**config.mk**
```make
export PLATFORM = sky130hd
export DESIGN_NAME = adc_scan_ctrl_flat
export DESIGN_NICKNAME = d
export VERILOG_FILES = /design/src/rtl/adc_scan_pkg.sv /design/src/rtl/adc_scan_ctrl_if.sv /design/src/rtl/adc_sclk_gen.sv /design/src/rtl/adc_scan_ctrl.sv /design/src/flat_wrapper.sv
export SDC_FILE = /design/constraint.sdc
export NUM_CORES = 1
export LEC_CHECK = 0
export ABC_AREA = 1
export CELL_PAD_IN_SITES_DETAIL_PLACEMENT = 2
export CELL_PAD_IN_SITES_GLOBAL_PLACEMENT = 2
export CORE_ASPECT_RATIO = 1.75
export CORE_UTILIZATION = 35
export DETAILED_ROUTE_END_ITERATION = 8
export MAX_ROUTING_LAYER = met4
export PLACE_DENSITY = 0.84
export RECOVER_POWER = 50
export SLEW_MARGIN = 20
export SYNTH_ARGS = -nofsm -noshare
export SYNTH_HDL_FRONTEND = slang
export SYNTH_SLANG_ARGS = --single-unit
```
**constraint.sdc**
```tcl
create_clock -name clock -period 3.3 [get_ports clock]
set_input_delay 0.66 -clock clock [delete_from_list [all_inputs] [get_ports clock]]
set_output_delay 0.66 -clock clock [all_outputs]
set_load 0.05 [all_outputs]
```
**src/rtl/adc_scan_pkg.sv**
```systemverilog
// ADC scan controller shared types, frame constants and channel helpers.
// ADC_SCAN_CONT_EN is the optional feature macro used by adc_scan_ctrl.
package adc_scan_pkg;

  typedef enum logic [1:0] {
    IDLE,
    SETUP,
    SHIFT,
    HOLD
  } state_t;

  localparam int FRAME_SCLK = 19;
  localparam int DATA_FIRST = 7;
  localparam int DATA_LAST  = 18;
  localparam int CH_W       = 3;
  localparam int DATA_W     = DATA_LAST - DATA_FIRST + 1;
  localparam int NCH        = 1 << CH_W;
  localparam int PER_W      = $clog2(FRAME_SCLK);

  typedef struct packed {
    logic            hit;
    logic [CH_W-1:0] ch;
  } ch_pick_t;

  // Lowest set mask bit at or above lo; lo == NCH finds nothing.
  function automatic ch_pick_t pick_ch(
    input logic [NCH-1:0] mask,
    input logic [CH_W:0]  lo
  );
    ch_pick_t p;
    p = '0;
    for (int i = NCH - 1; i >= 0; i--) begin
      if (mask[i] && (i >= int'(lo))) begin
        p.hit = 1'b1;
        p.ch  = CH_W'(i);
      end
    end
    return p;
  endfunction

  // Command: start, single-ended, D2, D1, D0, then zeros.
  function automatic logic cmd_bit(
    input logic [PER_W-1:0] per,
    input logic [CH_W-1:0]  ch
  );
    logic b;
    case (per)
      PER_W'(0): b = 1'b1;
      PER_W'(1): b = 1'b1;
      PER_W'(2): b = ch[2];
      PER_W'(3): b = ch[1];
      PER_W'(4): b = ch[0];
      default:   b = 1'b0;
    endcase
    return b;
  endfunction

endpackage

```
**src/rtl/adc_scan_ctrl_if.sv**
```systemverilog
// Serial bus between the scan controller and the ADC.
// The controller owns cs/sclk/din; the ADC returns dout.
interface adc_scan_ctrl_if;

  logic ad_cs;
  logic ad_sclk;
  logic ad_din;
  logic ad_dout;

  modport master (
    output ad_cs,
    output ad_sclk,
    output ad_din,
    input  ad_dout
  );

  modport slave (
    input  ad_cs,
    input  ad_sclk,
    input  ad_din,
    output ad_dout
  );

endinterface

```
**src/rtl/adc_sclk_gen.sv**
```systemverilog
// Serial clock generator: CLK_DIV system clocks per half-period.
// Held low while disabled; strobes mark the clock producing each edge.
module adc_sclk_gen #(
  parameter int CLK_DIV = 4
) (
  input  logic clock,
  input  logic reset,
  input  logic en,
  output logic sclk,
  output logic rise,
  output logic fall
);

  localparam int CW = (CLK_DIV > 1) ? $clog2(CLK_DIV) : 1;

  logic [CW-1:0] cnt;
  logic          wrap;

  assign wrap = en && (cnt == CW'(CLK_DIV - 1));
  assign rise = wrap && !sclk;
  assign fall = wrap && sclk;

  always_ff @(posedge clock or negedge reset) begin
    if (!reset) begin
      cnt  <= '0;
      sclk <= 1'b0;
    end else if (!en) begin
      cnt  <= '0;
      sclk <= 1'b0;
    end else if (wrap) begin
      cnt  <= '0;
      sclk <= ~sclk;
    end else begin
      cnt  <= cnt + 1'b1;
    end
  end

endmodule

```
**src/rtl/adc_scan_ctrl.sv**
```systemverilog
// Multi-channel serial ADC scan controller, one 19-sclk frame per channel.
// Define ADC_SCAN_CONT_EN to add the continuous re-scan input.
module adc_scan_ctrl
  import adc_scan_pkg::*;
#(
  parameter int CLK_DIV  = 4,
  parameter int HOLD_CYC = 8
) (
  input  logic                clock,
  input  logic                reset,
  input  logic                start,
  input  logic [NCH-1:0]      ch_mask,
`ifdef ADC_SCAN_CONT_EN
  input  logic                continuous,
`endif
  adc_scan_ctrl_if.master     adc,
  output logic [DATA_W-1:0]   result_data,
  output logic [CH_W-1:0]     result_ch,
  output logic                result_valid,
  output logic                busy
);

  localparam int TMAX = (CLK_DIV > HOLD_CYC) ? CLK_DIV : HOLD_CYC;
  localparam int TW   = $clog2(TMAX + 1);

  state_t             state;
  logic [NCH-1:0]     mask;
  logic [CH_W-1:0]    ch;
  logic [TW-1:0]      tcnt;
  logic [PER_W-1:0]   per;
  logic [DATA_W-1:0]  sh;
  logic               cs;
  logic               din;
  logic               sclk;
  logic               rise;
  logic               fall;
  ch_pick_t           first;
  ch_pick_t           nxt;
`ifdef ADC_SCAN_CONT_EN
  ch_pick_t           again;
`endif

  assign first = pick_ch(ch_mask, '0);
  assign nxt   = pick_ch(mask, {1'b0, ch} + 1'b1);
`ifdef ADC_SCAN_CONT_EN
  assign again = pick_ch(mask, '0);
`endif

  assign adc.ad_cs   = cs;
  assign adc.ad_din  = din;
  assign adc.ad_sclk = sclk;

  adc_sclk_gen #(
    .CLK_DIV (CLK_DIV)
  ) u_sclk (
    .clock (clock),
    .reset (reset),
    .en    (state == SHIFT),
    .sclk  (sclk),
    .rise  (rise),
    .fall  (fall)
  );

  always_ff @(posedge clock or negedge reset) begin
    if (!reset) begin
      state        <= IDLE;
      mask         <= '0;
      ch           <= '0;
      tcnt         <= '0;
      per          <= '0;
      sh           <= '0;
      cs           <= 1'b1;
      din          <= 1'b0;
      result_data  <= '0;
      result_ch    <= '0;
      result_valid <= 1'b0;
      busy         <= 1'b0;
    end else begin
      result_valid <= 1'b0;
      unique case (state)
        IDLE: begin
          if (start && first.hit) begin
            mask  <= ch_mask;
            ch    <= first.ch;
            busy  <= 1'b1;
            cs    <= 1'b0;
            din   <= cmd_bit('0, first.ch);
            tcnt  <= '0;
            state <= SETUP;
          end
        end
        SETUP: begin
          if (tcnt == TW'(CLK_DIV - 1)) begin
            per   <= '0;
            state <= SHIFT;
          end else begin
            tcnt <= tcnt + 1'b1;
          end
        end
        SHIFT: begin
          if (rise && (per >= PER_W'(DATA_FIRST)))
            sh <= {sh[DATA_W-2:0], adc.ad_dout};
          // din moves on the falling edge, ready for the next rise
          if (fall) begin
            if (per == PER_W'(FRAME_SCLK - 1)) begin
              cs           <= 1'b1;
              din          <= 1'b0;
              result_valid <= 1'b1;
              result_data  <= sh;
              result_ch    <= ch;
              tcnt         <= '0;
              state        <= HOLD;
            end else begin
              per <= per + 1'b1;
              din <= cmd_bit(per + 1'b1, ch);
            end
          end
        end
        HOLD: begin
          if (tcnt == TW'(HOLD_CYC - 1)) begin
            tcnt <= '0;
            if (nxt.hit) begin
              ch    <= nxt.ch;
              cs    <= 1'b0;
              din   <= cmd_bit('0, nxt.ch);
              state <= SETUP;
            end else begin
`ifdef ADC_SCAN_CONT_EN
              if (continuous) begin
                ch    <= again.ch;
                cs    <= 1'b0;
                din   <= cmd_bit('0, again.ch);
                state <= SETUP;
              end else begin
                busy  <= 1'b0;
                state <= IDLE;
              end
`else
              busy  <= 1'b0;
              state <= IDLE;
`endif
            end
          end else begin
            tcnt <= tcnt + 1'b1;
          end
        end
      endcase
    end
  end

endmodule
```
**src/flat_wrapper.sv**
```systemverilog
// flat-port wrapper written by rule: the top's interface ports become plain ports
module adc_scan_ctrl_flat import adc_scan_pkg::*;
#(
  parameter int CLK_DIV  = 4,
  parameter int HOLD_CYC = 8
)
  (clock, reset, start, ch_mask, result_data, result_ch, result_valid, busy, adc_ad_cs, adc_ad_sclk, adc_ad_din, adc_ad_dout);
  adc_scan_ctrl_if adc_i ();
  input  logic clock;
  input  logic reset;
  input  logic start;
  input  logic [NCH-1:0] ch_mask;
  output logic [DATA_W-1:0] result_data;
  output logic [CH_W-1:0] result_ch;
  output logic result_valid;
  output logic busy;
  output wire logic [$bits(adc_i.ad_cs)-1:0] adc_ad_cs;
  output wire logic [$bits(adc_i.ad_sclk)-1:0] adc_ad_sclk;
  output wire logic [$bits(adc_i.ad_din)-1:0] adc_ad_din;
  input wire logic [$bits(adc_i.ad_dout)-1:0] adc_ad_dout;
  assign adc_ad_cs = adc_i.ad_cs;
  assign adc_ad_sclk = adc_i.ad_sclk;
  assign adc_ad_din = adc_i.ad_din;
  assign adc_i.ad_dout = adc_ad_dout;
  adc_scan_ctrl #(.CLK_DIV(CLK_DIV), .HOLD_CYC(HOLD_CYC)) u_core (.clock(clock), .reset(reset), .start(start), .ch_mask(ch_mask), .adc(adc_i), .result_data(result_data), .result_ch(result_ch), .result_valid(result_valid), .busy(busy));
endmodule
```
==> results.json, run 1 <==
{
  "power_leakage_nw": 1.651,
  "synth_seq_cells": 56,
  "die_h_um": 122.2,
  "initial_utilization": 0.3628,
  "finClkSkew_ns": 0.003436,
  "drive_gt1_frac": 0.06061,
  "swShare": 0.2200,
  "hpwl_um": 5944,
  "cts_inserted_buffers": 5,
  "gr-max-usage-layer": "met2",
  "gp_congestion": 0.8242,
  "grt_use_met2": 0.3930,
  "hold_path_depth": 1,
  "syn_avg_cell_area_um2": 8.025,
  "wl_per_cell_um": 15.61,
  "arrival_ns": 1.64,
  "cts.clk_slew.worst_paths_ns": 0.07,
  "grt_pass1_vias": 2788,
  "cp_slowest_cell": "clkdlybuf4s50_1",
  "power.share.clock": 0.453,
  "core_region_area_mm2": 0.007963,
  "min_period_over_period": 0.6972,
  "syn_nets": 388,
  "violations": "design-rule violations",
  "nNetsFinal": 423,
  "min_period_ns": 2.301,
  "wirelength_um": 7585,
  "cts_tree": "yes",
  "crit_family": "buffers and inverters",
  "synthCells": 360,
  "track_usage": 0.2020,
  "cts_resized": 0,
  "cts_buffer_depth": 2,
  "path_buf_inv": 1,
  "slew_headroom": 0.1700,
  "synth_top_area_share": 0.4764,
  "first_pass_iters": 6,
  "ys_warn_count": 0,
  "r2r_cells": 7,
  "vias_per_cell": 5.113,
  "fin_cells": 486,
  "switching_power_mw": 0.3027,
  "cap_violations": 0,
  "dieArea_mm2": 0.008636,
  "grt_overflow": 0,
  "grt_max_degree": 30,
  "antenna_found_initial": 0,
  "worstSetupStartpointType": "flop",
  "clk_latency_ns": 0.30,
  "drt_iter0_markers": 143,
  "synth_commonest_cells": "nand2_1, dfrtp_1, inv_1, o21ai_0, nor2_1",
  "cts_root_buf": "clkbuf_16",
  "worst_pin_slew_ns": 1.245,
  "cts_hold_buf": 0,
  "grt_pass1_wl_um": 13250,
  "yosysMostFrequentCell": "nand2_1",
  "status": "finished, violations left",
  "fmax_mhz": 434.6,
  "tns_ns": 0,
  "finalHoldViolCount": 0,
  "fp-row-count": 43,
  "cts_setup_buffers": 0,
  "slowest_delay_ns": 0.80,
  "yosysTopAreaCell": "dfrtp_1",
  "critPathKind": "reg -> out",
  "worstPathRequired_ns": 2.64,
  "synth_ff_type": "dfrtp_1",
  "p_comb_frac": 0.042,
  "rsz0062_at_grt": "false",
  "async_flop_share": 1.000,
  "use_met1": 0.2045,
  "yosysSeqAreaShare": 0.4855,
  "powerDensity_mw_per_mm2": 398.5,
  "cts_sinks": 56,
  "p_seq_frac": 0.505,
  "htree_levels": 2,
  "finalSetupViolCount": 0,
  "synth_cell_type_count": 31,
  "use_met3": 0.02812,
  "slew_viol_final": 0,
  "area_growth_pct": 19.53,
  "peakVddDrop_v": 0.0001692,
  "internal_power_mw": 1.073,
  "synth_area_mm2": 0.002889,
  "die_w_um": 70.68,
  "io_buffer_count": 31,
  "hold_path_class": "reg -> reg",
  "via_count": 2485,
  "crit_cells": 1,
  "antenna_left": 0,
  "crit_path_cell_trace": "clkdlybuf4s50_1",
  "cp_max_fo": 2,
  "synth_top_cells_by_area": "dfrtp_1, nand2_1, o21ai_0, ha_1, inv_1",
  "reg2reg_slack_ns": 1.15,
  "antennaDiodeCount": 0,
  "placed_cells": 478,
  "boundaryPins": 32,
  "cp-end-kind": "output pin",
  "drc": 6,
  "synth_edf_count": 0
}
registers in the layout (all words and copies together) (netlist names):
register	cells
u_core.u_sclk.cnt	2
u_core.adc.ad_din	1
u_core.tcnt	4
u_core.result_data	12
u_core.adc.ad_cs	1
u_core.per	5
u_core.ch	3
u_core.state	2
u_core.result_ch	3
u_core.busy	1
u_core.u_sclk.sclk	1
u_core.mask	8
u_core.sh	12
u_core.result_valid	1
layout by cell type, fill, tap and decap left out, drive strengths merged, types with 2 or more instances in the layout:
cell type | netlist | routed
clkbuf | 2 | 8
clkdlybuf4s50 | 0 | 29
nor2 | 30 | 30
o21ai | 54 | 54
dfrtp | 55 | 55
nand3 | 17 | 17
o22ai | 2 | 2
inv | 50 | 50
ha | 16 | 16
clkinv | 0 | 2
nand2 | 112 | 112
a21oi | 7 | 7
area by class of cell:
cell class              count  area [um2]
clock buffers               5       125.1
clock inverters             3       47.55
fillers                   932        4509
inverters                  50       187.7
multi-input cells         248        1259
flip-flops and latches     56        1403
well taps                  90       112.6
repair buffers             34       319.1
kinds of logic (layout without fill, tap and decap cells):
logic type               Yosys count  after routing  share of synthesized area
AND/OR/NAND/NOR                  161            161                     0.2274
adder cells (fa/ha/maj)           16             16                    0.06929
XOR/XNOR                           2              2                   0.006064
AO/OA/AOI/OAI                     69             69                     0.1330
buffers and inverters             56             92                    0.07882
flip-flops                        56             56                     0.4855
per-layer routing:
| layer | vias to the layer above | part of all wire | routed length (um) |
|---|---|---|---|
| li1 | 1205 | - | - |
| met1 | 1244 | 0.39 | 2937 |
| met2 | 31 | 0.58 | 4413 |
| met3 | 5 | 0.018 | 139 |
| met4 | 0 | 0.013 | 95 |
| met5 | - | 0 | 0 |
stage by stage:
stage	util	hold WS, ns	total power [mW]	instance area (um2)	setup WS (ns)
6_report	0.4337	0.4507	1.376	3453	0.9991
5_1_grt	0.4337	0.4823	1.417	3453	0.6458
4_1_cts	0.4348	0.3483	1.394	3462	0.9862
3_5_place_dp	0.4131	0.4387	0.7697	3289	0.9103
3_3_place_gp	0.4131	0.4290	0.7667	3289	1.031
2_1_floorplan	-	0.3644	0.7292	2889	1.621
final timing paths:
kind                                      start                    to
max                            u_core.adc.ad_cs             adc_ad_cs
min in group asynchronous                 reset         u_core.per[2]
max in group asynchronous                 reset   u_core.result_valid
max reg2reg                     u_core.state[0]         u_core.per[0]
min                        u_core.u_sclk.cnt[0]  u_core.u_sclk.cnt[0]
min reg2reg                u_core.u_sclk.cnt[0]  u_core.u_sclk.cnt[0]
power groups by stage:
stage	clock network, mW	registers (mW)	logic (mW)
after floorplan	0	0.707	0.0220
after global placement	0	0.708	0.0589
after detailed placement	0	0.708	0.0616
after CTS	0.637	0.694	0.0619
after global routing	0.655	0.695	0.0667
final	0.624	0.694	0.0580
(Power assumes the default switching activity.)
==> inputs of run 2 (changes only) <==
CORE_UTILIZATION = 33   (was 35)
PLACE_DENSITY = 0.8   (was 0.84)
clock period = 2.14 ns   (was 3.3 ns; I/O delays follow)
==> results.json, run 2 (synthesized netlist as in run 1, its figures left out) <==
{
  "io_buffer_count": 31,
  "slew_headroom": 0.03975,
  "finalHoldViolCount": 0,
  "powerDensity_mw_per_mm2": 595.3,
  "cts.clk_slew.worst_paths_ns": 0.07,
  "critPathKind": "reg -> reg",
  "wl_per_cell_um": 14.84,
  "hpwl_um": 5862,
  "finClkSkew_ns": 0.007742,
  "cp-end-kind": "flop",
  "fp-row-count": 44,
  "cts_inserted_buffers": 5,
  "pre_cts_ws_ns": 0.08324,
  "track_usage": 0.1901,
  "cts_sinks": 56,
  "antenna_found_initial": 0,
  "grt_max_degree": 57,
  "r2r_cells": 12,
  "cp-endpoint": "u_core.ch[2]",
  "slew_viol_final": 0,
  "initial_utilization": 0.3452,
  "worstSetupStartpointType": "flop",
  "final_common_cell": "nand2_1",
  "layout_common_cells": "nand2_1, dfrtp_1, inv_1, o21ai_0, clkdlybuf4s50_1",
  "clk_latency_ns": 0.30,
  "largest_registers": "u_core.result_data (12), u_core.sh (12), u_core.mask (8)",
  "dieArea_mm2": 0.009148,
  "grt_pass1_vias": 2779,
  "whs_ns": 0.4575,
  "cap_violations": 0,
  "drc": 0,
  "min_period_over_period": 0.9231,
  "grt_overflow": 0,
  "reg2reg_slack_ns": 0.16,
  "peakVddDrop_v": 0.0002441,
  "placed_cells": 508,
  "wirelength_um": 7658,
  "cp_max_fo": 5,
  "worst_pin_slew_ns": 1.440,
  "setup_ws_ns": 0.1645,
  "cts_tree": "yes",
  "finalSetupViolCount": 0,
  "core_region_area_mm2": 0.008368,
  "cts_buffer_depth": 2,
  "drive_gt1_frac": 0.08479,
  "first_pass_iters": 6,
  "min_period_ns": 1.976,
  "cts_root_buf": "clkbuf_16",
  "die_h_um": 125.8,
  "power_leakage_nw": 1.680,
  "nNetsFinal": 428,
  "hold_path_class": "reg -> reg",
  "startpoint": "u_core.ch[0]",
  "via_count": 2500,
  "arrival_ns": 2.17,
  "antenna_left": 0,
  "regToRegEndpoint": "u_core.ch[2]",
  "fin_cells": 516,
  "area_growth_pct": 21.87,
  "die_w_um": 72.73,
  "vias_per_cell": 4.845,
  "status": "complete, no violations",
  "htree_levels": 2,
  "worstPathRequired_ns": 2.33,
  "antennaDiodeCount": 0,
  "worstReg2RegStart": "u_core.ch[0]",
  "drt_iter0_markers": 114,
  "gp_congestion": 0.7958,
  "grt_pass1_wl_um": 13100,
  "fmax_mhz": 506.2,
  "boundaryPins": 32
}
run 2: how the worst min path moves through the flow:
stage                                     from                   end  slack [ns]  depth (start not counted)
after floorplan                          reset     u_core.adc.ad_din        0.13                          0
after global placement    u_core.u_sclk.cnt[0]  u_core.u_sclk.cnt[0]        0.43                          1
after detailed placement                 reset          u_core.sh[0]        0.46                          2
after CTS                                reset    u_core.u_sclk.sclk        0.13                          2
after global routing      u_core.u_sclk.cnt[0]  u_core.u_sclk.cnt[0]        0.49                          1
final                     u_core.u_sclk.cnt[0]  u_core.u_sclk.cnt[0]        0.46                          1
run 2: where the power goes:
part | total [mW] | switching (mW) | leakage [nW] | internal, mW
combinational | 0.0902 | 0.0570 | 0.871 | 0.0333
sequential | 1.07 | 0.00481 | 0.731 | 1.07
clock | 0.934 | 0.380 | 0.0781 | 0.555
total | 2.10 | 0.441 | 1.68 | 1.65
run 2: stage by stage:
step / util / setup TNS (ns) / instance area [um2] / power (mW)
2_1_floorplan: - / 0 / 2889 / 1.125
3_3_place_gp: 0.4025 / 0 / 3368 / 1.185
3_5_place_dp: 0.4025 / 0 / 3368 / 1.189
4_1_cts: 0.4220 / 0 / 3531 / 2.129
5_1_grt: 0.4208 / -0.01147 / 3521 / 2.168
6_report: 0.4208 / 0 / 3521 / 2.096
run 2: timing repair:
item                       4_1_cts  5_1_grt
hold buffers                     0        0
gates resized for setup          0        2
setup endpoints to repair        0        7
buffers inserted                 0        0
run 2: per-layer routing:
metal  track usage  part of all wire  vias to the layer above
li1              -                 -                     1218
met1        0.1861              0.38                     1241
met2        0.3667              0.59                       32
met3       0.02880             0.018                        9
met4       0.06113             0.016                        0
met5             -                 0                        -
run 2: layout make-up:
class | instances | area (um2)
clock buffer | 7 | 132.6
timing repair buffer | 39 | 360.3
tap | 115 | 143.9
multi-input combinational | 248 | 1264
inverter | 50 | 187.7
clock inverter | 1 | 30.03
fill | 990 | 4847
sequential | 56 | 1403
run 2: worst max-delay path, cell delays in order (launching register included):
cell	delay (ns)
dfrtp_1	0.45
inv_1	0.08
ha_1	0.33
nand2_1	0.08
inv_1	0.04
nand3_1	0.15
o21ai_1	0.12
nor2_2	0.16
nand3_2	0.14
nand2_2	0.12
inv_2	0.06
nand2_1	0.08
o21ai_2	0.05
